### src/rtl/decode_hazard_unit_pkg.sv
// decode_hazard_unit_pkg: shared pipeline types and default constants for the decode hazard unit
package decode_hazard_unit_pkg;
  typedef logic [4:0] creg_addr_t;
  typedef logic [31:0] word_t;
  typedef struct packed {
    logic valid;
    logic ready;
    creg_addr_t addr;
    word_t data;
  } fwd_ch_t;
  localparam int MDU_LAT_DEF = 8;
  localparam int NFWD_DEF = 3;
endpackage

### src/rtl/decode_hazard_unit_fwd_select.sv
// fwd_select: priority bypass mux for one read port (index 0 youngest); ports addr/rf/fwd in, data/hazard out
module fwd_select
  import decode_hazard_unit_pkg::*;
#(
  parameter int NFWD = NFWD_DEF
) (
  input  creg_addr_t             addr,
  input  word_t                  rf,
  input  fwd_ch_t [NFWD-1:0]     fwd,
  output word_t                  data,
  output logic                   hazard
);
  always_comb begin
    data = rf;
    hazard = 1'b0;
    // walk oldest to youngest so the youngest match is the last assignment
    for (int c = NFWD - 1; c >= 0; c--)
      if (fwd[c].valid && fwd[c].addr == addr) begin
        data = fwd[c].data;
        hazard = ~fwd[c].ready;
      end
    if (addr == '0) begin
      data = '0;
      hazard = 1'b0;
    end
  end
endmodule

### src/rtl/decode_hazard_unit.sv
// decode_hazard_unit: decode operand bypass, load-use/HI-LO hazard detection and decode->execute register
// ports: clk, reset (async high); decode side d_valid/d_ren/d_ra/d_rf/d_mdu_start/d_hilo_read/d_payload;
// fwd channels; e_stall, flush; outputs opnd, stall_d, d_ready, mdu_busy, e_valid/e_opnd/e_payload
module decode_hazard_unit
  import decode_hazard_unit_pkg::*;
#(
  parameter int NRD = 2,
  parameter int NFWD = NFWD_DEF,
  parameter int MDU_LAT = MDU_LAT_DEF,
  parameter int PAYLOAD_W = 128
) (
  input  logic                   clk,
  input  logic                   reset,
  input  logic                   d_valid,
  input  logic [NRD-1:0]         d_ren,
  input  creg_addr_t [NRD-1:0]   d_ra,
  input  word_t [NRD-1:0]        d_rf,
  input  logic                   d_mdu_start,
  input  logic                   d_hilo_read,
  input  logic [PAYLOAD_W-1:0]   d_payload,
  input  fwd_ch_t [NFWD-1:0]     fwd,
  input  logic                   e_stall,
  input  logic                   flush,
  output word_t [NRD-1:0]        opnd,
  output logic                   stall_d,
  output logic                   d_ready,
  output logic                   mdu_busy,
  output logic                   e_valid,
  output word_t [NRD-1:0]        e_opnd,
  output logic [PAYLOAD_W-1:0]   e_payload
);
  // keep at least one bit so MDU_LAT=0 still elaborates; it then simply never loads nonzero
  localparam int CW = MDU_LAT > 0 ? $clog2(MDU_LAT + 1) : 1;
  logic [NRD-1:0] hz;
  logic [CW-1:0] cnt;
  logic issue;
  for (genvar p = 0; p < NRD; p++) begin : g_rd
    fwd_select #(.NFWD(NFWD)) u_sel (
      .addr(d_ra[p]),
      .rf(d_rf[p]),
      .fwd(fwd),
      .data(opnd[p]),
      .hazard(hz[p])
    );
  end
  assign mdu_busy = cnt != '0;
  assign stall_d = d_valid & (|(hz & d_ren) | ((d_mdu_start | d_hilo_read) & mdu_busy));
  assign d_ready = ~stall_d & ~e_stall & ~flush;
  assign issue = d_valid & d_ready;
  always_ff @(posedge clk or posedge reset)
    if (reset) cnt <= '0;
    else if (issue && d_mdu_start) cnt <= CW'(MDU_LAT);
    else if (mdu_busy) cnt <= cnt - CW'(1);
  always_ff @(posedge clk or posedge reset)
    if (reset) begin
      e_valid <= 1'b0;
      e_opnd <= '0;
      e_payload <= '0;
    end else if (flush) e_valid <= 1'b0;
    else if (!e_stall) begin
      e_valid <= d_valid & ~stall_d;
      if (d_valid && !stall_d) begin
        e_opnd <= opnd;
        e_payload <= d_payload;
      end
    end
endmodule

### config.mk
export PLATFORM = sky130hd
export DESIGN_NAME = decode_hazard_unit
export DESIGN_NICKNAME = d
export VERILOG_FILES = /design/src/rtl/decode_hazard_unit_pkg.sv /design/src/rtl/decode_hazard_unit_fwd_select.sv /design/src/rtl/decode_hazard_unit.sv
export SDC_FILE = /design/constraint.sdc
export NUM_CORES = 1
export LEC_CHECK = 0
export BUFFER_PORTS_ARGS = -buffer_cell sky130_fd_sc_hd__clkbuf_2
export CORE_AREA = 8 8 221 223
export DETAILED_ROUTE_END_ITERATION = 10
export DIE_AREA = 0 0 229 231
export GPL_TIMING_DRIVEN = 0
export PLACE_DENSITY = 0.5
export SETUP_SLACK_MARGIN = 0.5
export SLEW_MARGIN = 20
export SYNTH_ARGS = -nofsm -noshare
export SYNTH_HDL_FRONTEND = slang
export SYNTH_HIERARCHICAL = 1
export SYNTH_SLANG_ARGS = --single-unit
### constraint.sdc
create_clock -name clk -period 7.9 [get_ports clk]
set_clock_uncertainty 0.2 [all_clocks]
set_input_delay 0.79 -clock clk [delete_from_list [all_inputs] [get_ports clk]]
set_output_delay 0.79 -clock clk [all_outputs]
set_load 0.02 [all_outputs]
==> metrics.yaml, run 1 <==
final_layout:
  fin_cells: 2031
  syn_to_final_growth_pct: 39.32
  design_area_um2: 15470
  fillCellCount: 4607
  drive_above_1_share_pct: 63.89
  multi_input_comb_area_um2: 5603
  seq_area_um2: 4930
  nNetsFinal: 1746
timing:
  finalMaxSlewViolations: 0
  setup_violations: 0
  maxSlewHeadroom_pct: 45.94
  hold_viol: 0
  min_period_over_period_pct: 60.38
  period_needed_ps: 4770
  tightest_slew_ps: 807.9
  fmax_ghz: 0.2097
  setup_ws_ps: 3130
  setup-tns-final_ps: 0
  rsz0062_at_grt: "no"
power:
  power_density_nw_per_um2: 336.4
  power_leakage_nw: 8.438
  ir_drop_uv: 186.7
  total_power_mw: 5.205
route:
  wl_per_cell_um: 24.85
  dr.first_iter.drc_count: 456
  postRouteAntennaNets: 0
  met2RoutedLength_um: 24800
  route.met3.wl_um: 4065
  met1_length_um: 20830
  vias_per_cell: 4.677
  routed.top_layer: "met5"
  first_pass_iters: 5
  drc: 0
  routed_wl_um: 50460
  vias: 9499
floorplanning:
  core_area_um2: 45090
  rows: 78
  dieArea_um2: 52900
  fp.dieW_um: 229
  die_y_um: 231
  ios: 588
  initial_core_util_pct: 24.63
cts:
  cts_sinks: 197
  cts_tree: "built"
  postCtsResizedCells: 0
  clk_pin_slew_ps: 70
  postCtsSetupBuffers: 0
  clock-root-buffer: "clkbuf_16"
  numCtsBuffers: 17
  h-tree-depth: 4
  clk_latency_ps: 480
  ctsHoldBuffers: 0
  clock_path_buffers: 2
worst_hold_path:
  hold_path.class: "input pin to async pin"
setup_path:
  critical_path.top_delay_family: "compound AO/OA/AOI/OAI gates"
  critPathBufInv: 2
  cp_common_cell: "clkbuf_2"
  crit_chain: "clkbuf_2 > xnor2_1 > nand4_1 > nor2_1 > a221oi_1 > a22oi_1 > o21ai_0 > a211oi_1 > clkbuf_2"
  crit_fanout: 8
  crit_type: "input pin to primary output"
  setup.worst_path.start_class: "input pin"
  cp_slowest_cell: "a22oi_1"
  cp.arrival_ps: 3780
  end_kind: "primary output"
  critPathMaxStageDelay_ps: 690
  required_ps: 6910
logic_synthesis:
  synth-edff-count: 0
  synth.area.mux_share_pct: 31.32
  synth_top_family_by_area: "multiplexers"
  synth_fa_ha_area_share_pct: 0.2254
  syn-cell-area_um2: 11100
  synth_compound_area_share_pct: 7.887
  yosys.area_share.simple_pct: 8.575
  yosysTopAreaCellShare_pct: 44.39
  synth_common_cells: "dfrtp_1 (197), mux2_4 (180), nand3_1 (66), nand4_1 (66), mux2i_1 (64)"
  synthXorXnorAreaFrac_pct: 2.445
  syn_nets: 1138
  synth.most_common_cell: "dfrtp_1"
  yosysUniqueCellTypes: 36
  synthArstFlopShare_pct: 100.0
  ys_seq_area_share_pct: 44.39
  netlist_top_cells_area: "dfrtp_1 (44%), mux2_4 (24%), o211ai_2 (6.9%), mux2i_1 (5.8%), nand4_1 (3.7%)"
  ys_seq_elements: 197
  synth_top_area_cell: "dfrtp_1"
  syn_inst: 808
  syn_area_per_cell_um2: 13.74
  synthFlopType: "dfrtp_1"
  yosysWarnings: 6
job:
  max-cap-violations: 0
grt:
  track_usage_pct: 18.54
  antenna_found_initial: 6
  grt_pass1_vias: 10320
  grt-ovfl-total: 0
  grt_max_degree: 96
  grt_pass1_wl_um: 73330
place:
  place_area_um2: 14860
  dp_slack_ps: 3021
  place_congestion: 0.8940
  port-buffer-count: 587
  dp_cells: 1997
  hpwlAfterDp_um: 40810
run_status:
  run_status: "completed"
[path summary, 6_finish.rpt]
kind	startpoint	to	slack [ps]	depth (start not counted)
worst max-delay path	d_ra[4]	d_ready	3130	9
worst min-delay path	reset	e_payload[72]	80	2
worst max register to register	cnt[0]	e_opnd[11]	5510	7
worst min register to register	e_payload[54]	e_payload[54]	310	1
max in group asynchronous	reset	e_opnd[27]	6600	3
min in group clk	flush	e_valid	280	2
[cell families after synthesis]
family,after synthesis
AOI/OAI and AO/OA,77
adders and majority gates,2
and+or+nand+nor,169
buffers and inverters,76
xor gates and xnor gates,31
muxes,256
DFF,197
[placed cells by master (no fill, tap or decap), types with 3 or more instances in the layout]
cell type	netlist	final
dfrtp_1	197	197
xnor2_1	15	15
bufinv_16	0	3
nand3_1	66	66
a21oi_1	3	3
clkbuf_1	32	34
buf_6	24	24
inv_1	7	6
xor2_1	16	16
clkbuf_16	0	17
buf_12	6	6
o211ai_1	4	4
o211ai_2	61	61
and3_1	3	3
nand4_1	66	66
nor3_1	3	3
mux2i_1	64	64
mux2_2	12	12
nand2_1	7	7
buf_2	7	7
inv_6	0	6
nor2_1	6	6
nor4_1	4	4
mux2_4	180	180
clkbuf_2	0	587
or3_1	5	5
[power by group]
| part | switching (mW) | leakage, nW | total, mW | internal, mW |
|---|---|---|---|---|
| Clock | 0.435 | 0.297 | 0.947 | 0.512 |
| Combinational | 1.32 | 5.78 | 2.44 | 1.11 |
| Sequential | 0.303 | 2.36 | 1.82 | 1.52 |
| Total | 2.06 | 8.44 | 5.20 | 3.14 |
[final cells by class]
| cell class | count | area share (%) |
|---|---|---|
| inverters | 7 | 0.2184 |
| plain buffers | 69 | 3.526 |
| clock buffers | 20 | 2.887 |
| repair buffers | 589 | 19.34 |
| flip-flops and latches | 197 | 31.86 |
| diodes | 2 | 0.03235 |
| clock inverters | 12 | 1.059 |
| well taps | 600 | 4.852 |
| multi-input cells | 535 | 36.22 |
[per-stage QoR]
step	util, %	hold WS, ps
floorplan	-	310.1
detailed placement	32.95	292.0
CTS	34.30	33.41
finish	34.31	83.96
global placement	32.81	289.4
global route	34.30	69.23
[registers in the layout (all words and copies together) (netlist names)]
| register | cells |
|---|---|
| e_payload | 128 |
| e_opnd | 64 |
| cnt | 4 |
| e_valid | 1 |
[metal layers]
| layer | track usage (%) | vias up |
|---|---|---|
| li1 | - | 4255 |
| met1 | 22.35 | 4773 |
| met2 | 31.06 | 418 |
| met3 | 6.966 | 45 |
| met4 | 4.483 | 8 |
| met5 | 0 | - |
[worst register-to-register path, stage by stage (launching register included)]
cell and delay (ps):
dfrtp_1 400, inv_1 100, ha_1 180, nor3b_4 390
o211ai_2 210, buf_6 260, buf_6 220, mux2_4 320
Note: power is estimated with default switching activity, not from simulation.
==> run 2, diff against run 1 <==
- CORE_AREA: 8 8 221 223 -> 8 8 222 224
- DIE_AREA: 0 0 229 231 -> 0 0 230 232
- PLACE_DENSITY: 0.5 -> 0.51
- clock period: 7.9 -> 4.35 ns (I/O delays scaled with it)
==> run 2 against run 1 <==
Net effect: setup slack worse by 2400 ps; largest power group unchanged; combinational power is 87% higher; register-to-register slack worse by 3500 ps; flip-flop and latch count stayed put; non-clock buffer count grew 137; clock-buffer cell count is the same; sequential share of layout area is 2.7 points lower; utilization grew 2.5 points.
==> metrics.yaml, run 2 (synthesis gave the netlist of run 1 again) <==
run_status:
  run_status: "completed"
setup_path:
  crit_type: "input pin to primary output"
  cp.arrival_ps: 2940
  cp_slowest_cell: "or3_1"
  crit_fanout: 6
  crit_chain: "clkbuf_2 > xor2_1 > nor4_1 > nand3_1 > or3_1 > a221oi_1 > a22oi_2 > o21ai_0 > and2_1 > clkbuf_2"
  end_kind: "primary output"
  cp_common_cell: "clkbuf_2"
  critPathMaxStageDelay_ps: 490
  required_ps: 3710
  setup.worst_path.start_class: "input pin"
final_layout:
  fin_cells: 2176
  nNetsFinal: 1883
  largest_register_ffs: 128
  top_register: "e_payload"
  layout_common_cells: "clkbuf_2 (587), dfrtp_1 (197), mux2_4 (180)"
  drive_above_1_share_pct: 58.98
  syn_to_final_growth_pct: 52.24
  reg_top3: "e_payload: 128 flops, e_opnd: 64 flops, cnt: 4 flops"
  final_common_cell: "clkbuf_2"
power:
  ir_drop_uv: 408.6
  power_density_nw_per_um2: 562.5
  swShare_pct: 40.08
  clockPowerShare_pct: 17.2
  intPower_mw: 5.698
  power_leakage_nw: 9.032
  power_frac_seq_pct: 34.7
  pwr-share-comb_pct: 48.0
  power.net_switching_mw: 3.812
  total_power_mw: 9.509
place:
  hpwlAfterDp_um: 40960
  port-buffer-count: 587
  dp_cells: 2010
  place_congestion: 0.8468
route:
  routed_wl_um: 51610
  vias: 9996
  first_pass_iters: 6
  dr.first_iter.drc_count: 594
  vias_per_cell: 4.594
  drc: 0
  postRouteAntennaNets: 0
  wl_per_cell_um: 23.72
timing:
  rsz0062_at_grt: "no"
  finalMaxSlewViolations: 0
  min_period_over_period_pct: 82.17
  setup_violations: 0
  hold_viol: 0
  tightest_slew_ps: 705.8
  fmax_ghz: 0.2798
  period_needed_ps: 3574
  maxSlewHeadroom_pct: 52.95
floorplanning:
  initial_core_util_pct: 24.21
  ios: 588
  rows: 79
  dieArea_um2: 53360
  core_area_um2: 45860
  fp.dieW_um: 230
  die_y_um: 232
grt:
  grt_pass1_wl_um: 74920
  grt-ovfl-total: 0
  antenna_found_initial: 8
  track_usage_pct: 18.78
  grt_pass1_vias: 11040
  grt_max_degree: 32
job:
  max-cap-violations: 0
cts:
  cts_sinks: 197
  h-tree-depth: 4
  numCtsBuffers: 17
  clock_path_buffers: 2
  clock-root-buffer: "clkbuf_16"
  clk_latency_ps: 470
  cts_tree: "built"
  clk_pin_slew_ps: 80
worst_hold_path:
  hold_path.class: "input pin to register"
## run 2: worst paths after layout
check                      slack, ps        endpoint           from  cells after the start
setup / recovery                 780         stall_d        d_ra[9]                     10
hold / removal                   160       e_opnd[7]         fwd[7]                      4
setup reg to reg                2030       e_opnd[2]         cnt[0]                      7
hold reg to reg                  310   e_payload[53]  e_payload[53]                      1
max in group asynchronous       2820  e_payload[100]          reset                      6
min in group asynchronous        280      e_opnd[16]          reset                      3
## run 2: layout make-up
type | instances | area [um2]
antenna | 4 | 10.01
buffer | 69 | 545.5
clock buffer | 20 | 456.7
clock inverter | 11 | 116.4
fill | 4509 | 28960
inverter | 7 | 30.03
multi-input combinational | 535 | 5618
sequential | 197 | 4930
tap | 607 | 759.5
timing repair buffer | 726 | 4439
## run 2: repair_timing
item                                   CTS  global route
hold buffers                           131             0
buffers inserted                         0             0
setup endpoints to repair                1             2
endpoints found under the hold margin  140             0
gates resized for setup                  2             2
## run 2: power by group through the flow
stage               combinational [mW]  clock (mW)  sequential (mW)
floorplan                         1.69           0             4.38
global placement                  4.49           0             3.28
detailed placement                4.51           0             3.31
CTS                               4.63        1.70             3.29
global route                      4.82        1.77             3.41
finish                            4.57        1.64             3.30
## run 2: worst max-delay path: cells and delay by family
family                 cells  cell delay (ps)
AND/OR/NAND/NOR            4             1380
buffers and inverters      2              340
XOR/XNOR                   1              160
AO/OA/AOI/OAI              3              630
## run 2: metrics by stage
stage / TNS, ps / utilization, % / hold slack, ps / setup slack (ps) / cell area (um2)
after floorplan: 0 / - / 298.1 / 1169 / 11110
after global placement: -68090 / 32.28 / 288.5 / -383.8 / 14810
after detailed placement: 0 / 32.70 / 235.4 / 354.5 / 15000
after CTS: 0 / 36.82 / 107.4 / 500.2 / 16880
after global routing: 0 / 36.84 / 138.5 / 596.1 / 16900
final: 0 / 36.86 / 156.5 / 775.7 / 16910
## run 2: per-layer routing
layer	part of all wire, %	GRT usage [%]	vias to the layer above
li1	-	-	4536
met1	41	22.08	4853
met2	48	31.63	523
met3	8.3	6.645	78
met4	2.4	6.256	6
met5	0.076	0	-
